[config.mk]
export PLATFORM = sky130hd
export DESIGN_NAME = ofm_lane_cmp
export DESIGN_NICKNAME = d
export VERILOG_FILES = /design/src/rtl/ofm_lane_cmp.sv
export SDC_FILE = /design/constraint.sdc
export NUM_CORES = 1
export LEC_CHECK = 0
export ABC_AREA = 1
export BUFFER_PORTS_ARGS = -buffer_cell sky130_fd_sc_hd__clkbuf_2
export CAP_MARGIN = 0
export CORE_ASPECT_RATIO = 1.1
export CORE_UTILIZATION = 40
export DETAILED_ROUTE_END_ITERATION = 6
export GPL_TIMING_DRIVEN = 0
export PLACE_DENSITY_LB_ADDON = 0.2
export SETUP_SLACK_MARGIN = 0.2
export SYNTH_ARGS = -nofsm -noshare
export SYNTH_HDL_FRONTEND = slang
export SYNTH_SLANG_ARGS = --single-unit
[constraint.sdc]
create_clock -name vclk -period 2.61
set_input_delay 0.3915 -clock vclk [all_inputs]
set_output_delay 0.3915 -clock vclk [all_outputs]
set_load 0.1 [all_outputs]
[src/rtl/ofm_lane_cmp.sv]
// ofm_lane_cmp: combinational signed tolerance compare for one OFM lane.
//   got_i      - element produced by the datapath (signed)
//   exp_i      - golden element (signed)
//   mismatch_o - 1 when |got_i - exp_i| > TOLERANCE
module ofm_lane_cmp #(
    parameter int DATA_WIDTH = 16,
    parameter int TOLERANCE  = 0
) (
    input  logic [DATA_WIDTH-1:0] got_i,
    input  logic [DATA_WIDTH-1:0] exp_i,
    output logic                  mismatch_o
);

    localparam logic [DATA_WIDTH:0] TOL = (DATA_WIDTH+1)'(TOLERANCE);

    logic signed [DATA_WIDTH:0] diff;
    logic        [DATA_WIDTH:0] mag;

    // One extra bit keeps the full signed range of got-exp; its magnitude
    // (at most 2^DATA_WIDTH - 1) still fits the same width unsigned.
    always_comb begin
        diff       = {got_i[DATA_WIDTH-1], got_i} - {exp_i[DATA_WIDTH-1], exp_i};
        mag        = diff[DATA_WIDTH] ? (-diff) : diff;
        mismatch_o = (mag > TOL);
    end

endmodule

Yosys cells after proc, flatten, opt, wreduce, memory -nomap -nowiden
Cells that the tools add are included.

storage, ports and cells
  register bits = 0
  bits in latches = 0
  RAM bits = 0
  memory bits (read-only) = 0
  input bits = 32
  output and inout port bits = 1
  logic and storage cells = 4
  memories kept = 0

cells by class
  add/subtract/negate cells = 2
  $mul = 0
  divide/modulo/power cells = 0
  magnitude comparators = 1
  equal/unequal tests = 0
  shift operators = 0
  multiplexer cells = 1
  bitwise operators = 0
  reductions and logical operators = 0

operator list
  operator                                                                count
  17-bit by 1-bit > comparator with 1-bit output (second input constant)  1
  17-bit 2-to-1 mux                                                       1
  17-bit negator                                                          1
  16-bit by 16-bit subtractor with 17-bit output                          1

Depth between registers and ports, before layout
Gate-level depths: netlist of run 1.

  depth in word-level cells = 4
  depth in mapped cells = 20
  depth with buffers taken out = 20

Worst setup path before layout of run 1
Ideal clock, no wire load.

  path type = input to output
  start point = input got_i[0]
  end point = output mismatch_o
  arrival = 2,861 ps
  required time = 2,219 ps
  setup slack = -642 ps
  cell stages on the path = 20
  path buffers = 1
  path through = inv_1 > ha_1 > fa_1 > inv_1 > nand3_1 > nand2_1 > nand2_1 > nand2_2 > nand3_2 > nand2_1 > nand2_1 > nand2_2 > buf_6 > nand2_1 > nand2_1 > nand2_1 > nor2_1 > nand2_1 > nor2_1 > nand3_1

on the way
  word-level cells in the longest chain between the ends = 4

RTL lines
  what                                                line  RTL
  from (decl)                                         9     input logic [DATA_WIDTH-1:0] got_i,
  16-bit by 16-bit subtractor with 17-bit output (*)  22    diff = {got_i[DATA_WIDTH-1], got_i} - {exp_i[DATA_WIDTH-1], exp_i};
  17-bit negator                                      23    mag = diff[DATA_WIDTH] ? (-diff) : diff;
  17-bit 2-to-1 mux (*)                               23
  17-bit by 1-bit > comparator with 1-bit output (*)  24    mismatch_o = (mag > TOL);
  to (decl)                                           11    output logic mismatch_o

Mark *: on every way between the ends. The rest lies on a longest branch, timed or not.

Worst setup path in the final report of run 1
  start point = input exp_i[0]
  end point = output mismatch_o

on the way
  word-level cells in the longest chain between the ends = 4

RTL lines
  what                                                line  RTL
  from (decl)                                         10    input logic [DATA_WIDTH-1:0] exp_i,
  16-bit by 16-bit subtractor with 17-bit output (*)  22
  17-bit negator                                      23
  17-bit 2-to-1 mux (*)                               23
  17-bit by 1-bit > comparator with 1-bit output (*)  24

Marks and branches as above.

==> results of run 1 <==
## per-stage QoR
stage,worst slack (ns),setup TNS [ns],std cells,util
floorplan,-0.135,-0.135,354,-
global placement,-0.736,-0.736,439,0.491
detailed placement,-0.746,-0.746,439,0.491
CTS,-0.431,-0.431,443,0.515
global route,-0.661,-0.661,446,0.556
finish,-0.534,-0.534,446,0.556
## per-layer routing
metal  share of wire  global-route usage
met1            0.47               0.261
met3           0.024             0.00329
met4          0.0026              0.0101
met5               0                   0
met2            0.50               0.385
## power breakdown
group          total [µW]  switching [µW]  internal (µW)
Combinational         617             385            233
Sequential              0               0              0
Clock                   0               0              0
Total                 617             385            233
## worst paths after layout
kind | startpoint | end | cells past startpoint
worst max-delay path | exp_i[0] | mismatch_o | 20
worst min-delay path | got_i[14] | mismatch_o | 9
## synthesized netlist by cell type, drive strengths merged
cell type | n | share of area
a21oi | 14 | 0.043
and2 | 1 | 0.0038
buf | 3 | 0.016
fa | 1 | 0.012
ha | 16 | 0.12
inv | 68 | 0.15
nand2 | 144 | 0.34
nand3 | 52 | 0.16
nand3b | 2 | 0.0091
nand4 | 3 | 0.011
nor2 | 40 | 0.091
o21ai | 8 | 0.024
xor2 | 2 | 0.011
## critical path: stages
cell and delay (ns):
clkbuf_2 0.10, ha_4 0.16, fa_2 0.38, inv_4 0.10, nand2_2 0.05, nand2_2 0.08
nand3_2 0.08, nand2_4 0.11, nand2_2 0.07, nor2_2 0.19, nand3_4 0.11, nor2_2 0.10
nand2_1 0.09, nand2_2 0.11, nand2_2 0.04, nand2_1 0.06, nand3_1 0.07, nor2_2 0.17
nand3_4 0.09, clkbuf_16 0.20
## logic make-up (layout without fill, tap and decap cells)
kind of cell,count (synthesis),count (layout),synth area share
simple gates,242,242,0.618
buf+inv,71,111,0.171
compound gates,22,22,0.0668
fa+ha+maj,17,17,0.134
xor+xnor,2,2,0.0106
## area by class of cell
type,instances,area share
buffer,3,0.0136
inverter,68,0.120
multi-input combinational,283,0.722
timing repair buffer,40,0.114
tap,52,0.0295
## repair_timing
action	CTS	global route
endpoints found under the hold margin	0	0
pin swaps	12	21
gates cloned	1	0
buffers inserted	3	3
gates resized for setup	17	40
setup endpoints to repair	1	1
==> impl_metrics.yaml, run 1 <==
final_layout:
  nets: 445
  n_antenna_cell: 0
  finalInstanceArea_mm2: 0.00220
  synthToLayoutAreaGrowth_pct: 33.8
  clock_buffers: 0
  nFillCells: 431
  seq_area_um2: 0
  nFlopsAndLatches: 0
  drive_gt1_frac: 0.264
  multi_input_area_mm2: 0.00159
  final_common_cell: "nand2_1"
  most-common-layout-cells: "nand2_1, inv_1, nand3_1"
cts:
  hold_buffers: 0
synth:
  synth_area_per_cell_um2: 4.65
  yosysSeqAreaShare: 0
  synthesis.area_mm2: 0.00165
  yosysUniqueCellTypes: 18
  syn_nets: 403
  synth_cells: 354
  yosysWarnings: 0
sta:
  rsz0062_at_grt: "true"
  setup_violations: 1
  min_period_ns: 3.14
  hold_slack_ns: 1.71
  period_share: 1.20
  worstMarginPinSlew_ns: 0.285
  relSlewSlack: 0.809
  hold_viol_final: 0
  fmax_ghz: 0.318
  fin_ws_ns: -0.534
  slew_violations: 0
setup_path:
  critPathArrivalTime_ns: 2.75
  worstSetupPathType: "in -> out"
  path_max_fanout: 4
  startpoint_type: "input pin"
  worstPathRequired_ns: 2.22
  end_kind: "primary output"
route:
  wl_per_cell_um: 10.2
  avgViaCountPerCell: 4.87
  ant_nets: 0
  drc: 1
  first_pass_iters: 6
  via_count: 2171
  drt_iter0_drc: 130
  wl_mm: 4.55
outcome:
  violations: "DRC, setup timing"
  outcome: "finished with violations"
grt:
  antenna_found_initial: 0
  grt_pass1_vias: 1914
  grt_first_pass_wirelength_mm: 7.64
  grt_use_total: 0.202
  grt_overflow_total: 0
  grt_max_degree: 11
power:
  irDropWorstVdd_mv: 0.110
  p_leak_uw: 0.00130
  powerDensity_mw_per_mm2: 280
  power_uw: 617
die:
  die_x_um: 63.2
  start_util: 0.416
  die-area_mm2: 0.00438
  die_h_um: 69.3
  io_pins: 33
  coreArea_mm2: 0.00396
  fp-row-count: 24
placed_design:
  place_area_mm2: 0.00195
  dpl.hpwl_mm: 3.66
  port_buffers: 33
  gp_congestion: 0.871
job:
  maxCapViolCount: 0
min_path:
  min_path_type: "in -> out"
Power figures use the tool's default switching activity.
==> inputs of run 2 (changes only) <==
==> constraint.sdc (replaced) <==
create_clock -name vclk -period 2.61
set_input_delay 0.3915 -clock vclk [all_inputs]
set_output_delay 0.3915 -clock vclk [all_outputs]
set_load 0.005 [all_outputs]
==> impl_metrics.yaml, run 2 (same netlist as run 1, synthesis figures left out) <==
setup_path:
  path_cells: "buf_8, inv_8, ha_4, fa_2, inv_4, nand3_4, nand2_2, nand2_2, nand2_4, nand3_4, nand2_2, nand2_2, nand2_4, buf_8, nand2_2, nand3_2, nand2_2, nor2_1, nand2_1, nor2_1, nand3_1, clkbuf_2"
  path_depth: 22
  cp_slowest_stage_delay_ns: 0.38
  startpoint_type: "input pin"
  worstSetupPathType: "in -> out"
  path_common_cell: "nand2_2"
  crit_family: "simple AND/OR/NAND/NOR gates"
  worstPathRequired_ns: 2.22
  path_max_fanout: 5
  end_kind: "primary output"
  cp_slowest_cell: "fa_2"
  critPathArrivalTime_ns: 2.54
  path_buf_inv: 5
die:
  die_x_um: 63.2
  die-area_mm2: 0.00438
  fp-row-count: 24
  coreArea_mm2: 0.00396
  die_h_um: 69.3
  start_util: 0.416
  io_pins: 33
final_layout:
  n_antenna_cell: 0
  synthToLayoutAreaGrowth_pct: 33.1
  clock_buffers: 0
  final_common_cell: "nand2_1"
  most-common-layout-cells: "nand2_1, inv_1, nand3_1"
  nFlopsAndLatches: 0
  multi_input_area_mm2: 0.00159
  seq_area_um2: 0
  drive_gt1_frac: 0.269
  nets: 445
  nFillCells: 436
min_path:
  whs_path_depth: 9
  min_path_type: "in -> out"
route:
  first_pass_iters: 4
  wl_per_cell_um: 10.1
  via_count: 2149
  drt_iter0_drc: 100
  drc: 0
  avgViaCountPerCell: 4.82
  wl_mm: 4.52
  ant_nets: 0
sta:
  worstMarginPinSlew_ns: 0.296
  setup_violations: 1
  fmax_ghz: 0.341
  slew_violations: 0
  period_share: 1.12
  fin_ws_ns: -0.323
  relSlewSlack: 0.802
  hold_slack_ns: 1.60
  rsz0062_at_grt: "true"
  min_period_ns: 2.93
  hold_viol_final: 0
grt:
  grt_overflow_total: 0
  grt_use_total: 0.209
  antenna_found_initial: 0
  grt_first_pass_wirelength_mm: 7.89
  grt_max_degree: 11
  grt_pass1_vias: 1957
outcome:
  outcome: "finished with violations"
  violations: "setup timing"
placed_design:
  dpl.hpwl_mm: 3.58
  port_buffers: 33
  gp_congestion: 0.871
power:
  powerDensity_mw_per_mm2: 281
  power_uw: 617
  irDropWorstVdd_mv: 0.0998
  p_leak_uw: 0.00129
cts:
  hold_buffers: 0
job:
  maxCapViolCount: 0
==> run 2: path summary, 6_finish.rpt <==
check	from	endpoint	slack (ns)
max	got_i[0]	mismatch_o	-0.32
min	got_i[14]	mismatch_o	1.60
==> run 2: cell type report <==
class / count / area share
Tap cell: 52 / 0.0297
Inverter: 68 / 0.121
Multi-Input combinational cell: 283 / 0.727
Timing Repair Buffer: 40 / 0.106
Buffer: 3 / 0.0171
==> run 2: per-stage QoR <==
step	area (µm²)	std cells	utilization	setup WS [ns]	setup TNS, ns
finish	2190	446	0.553	-0.323	-0.323
CTS	2030	445	0.511	-0.257	-0.257
floorplan	1690	354	-	0.130	0
detailed placement	1920	439	0.485	-0.399	-0.399
global placement	1920	439	0.485	-0.403	-0.403
global route	2190	446	0.553	-0.511	-0.511
==> run 2: routing by layer <==
metal	global-route usage	share of wire	vias to the layer above
li1	-	-	1177
met1	0.264	0.45	918
met2	0.387	0.50	44
met3	0.00164	0.025	10
met4	0.0556	0.025	0
met5	0	0	-
==> run 2: tightest hold or removal path, stage by stage <==
cell	delay, ns
clkbuf_2	0.08
ha_1	0.21
nand3_1	0.10
nand2_1	0.12
nand2_1	0.07
nand2_1	0.05
nor2_1	0.03
nand3_1	0.05
clkbuf_2	0.10
==> run 2: timing repair <==
item	4_1_cts	5_1_grt
endpoints found under the setup margin	1	1
gates cloned	1	0
pin swaps	13	24
gates resized for setup	18	47
buffers inserted	5	1
==> run 2: where the power goes <==
| part | internal (µW) | switching, µW |
|---|---|---|
| clock | 0 | 0 |
| sequential | 0 | 0 |
| combinational | 230 | 387 |
| total | 230 | 387 |
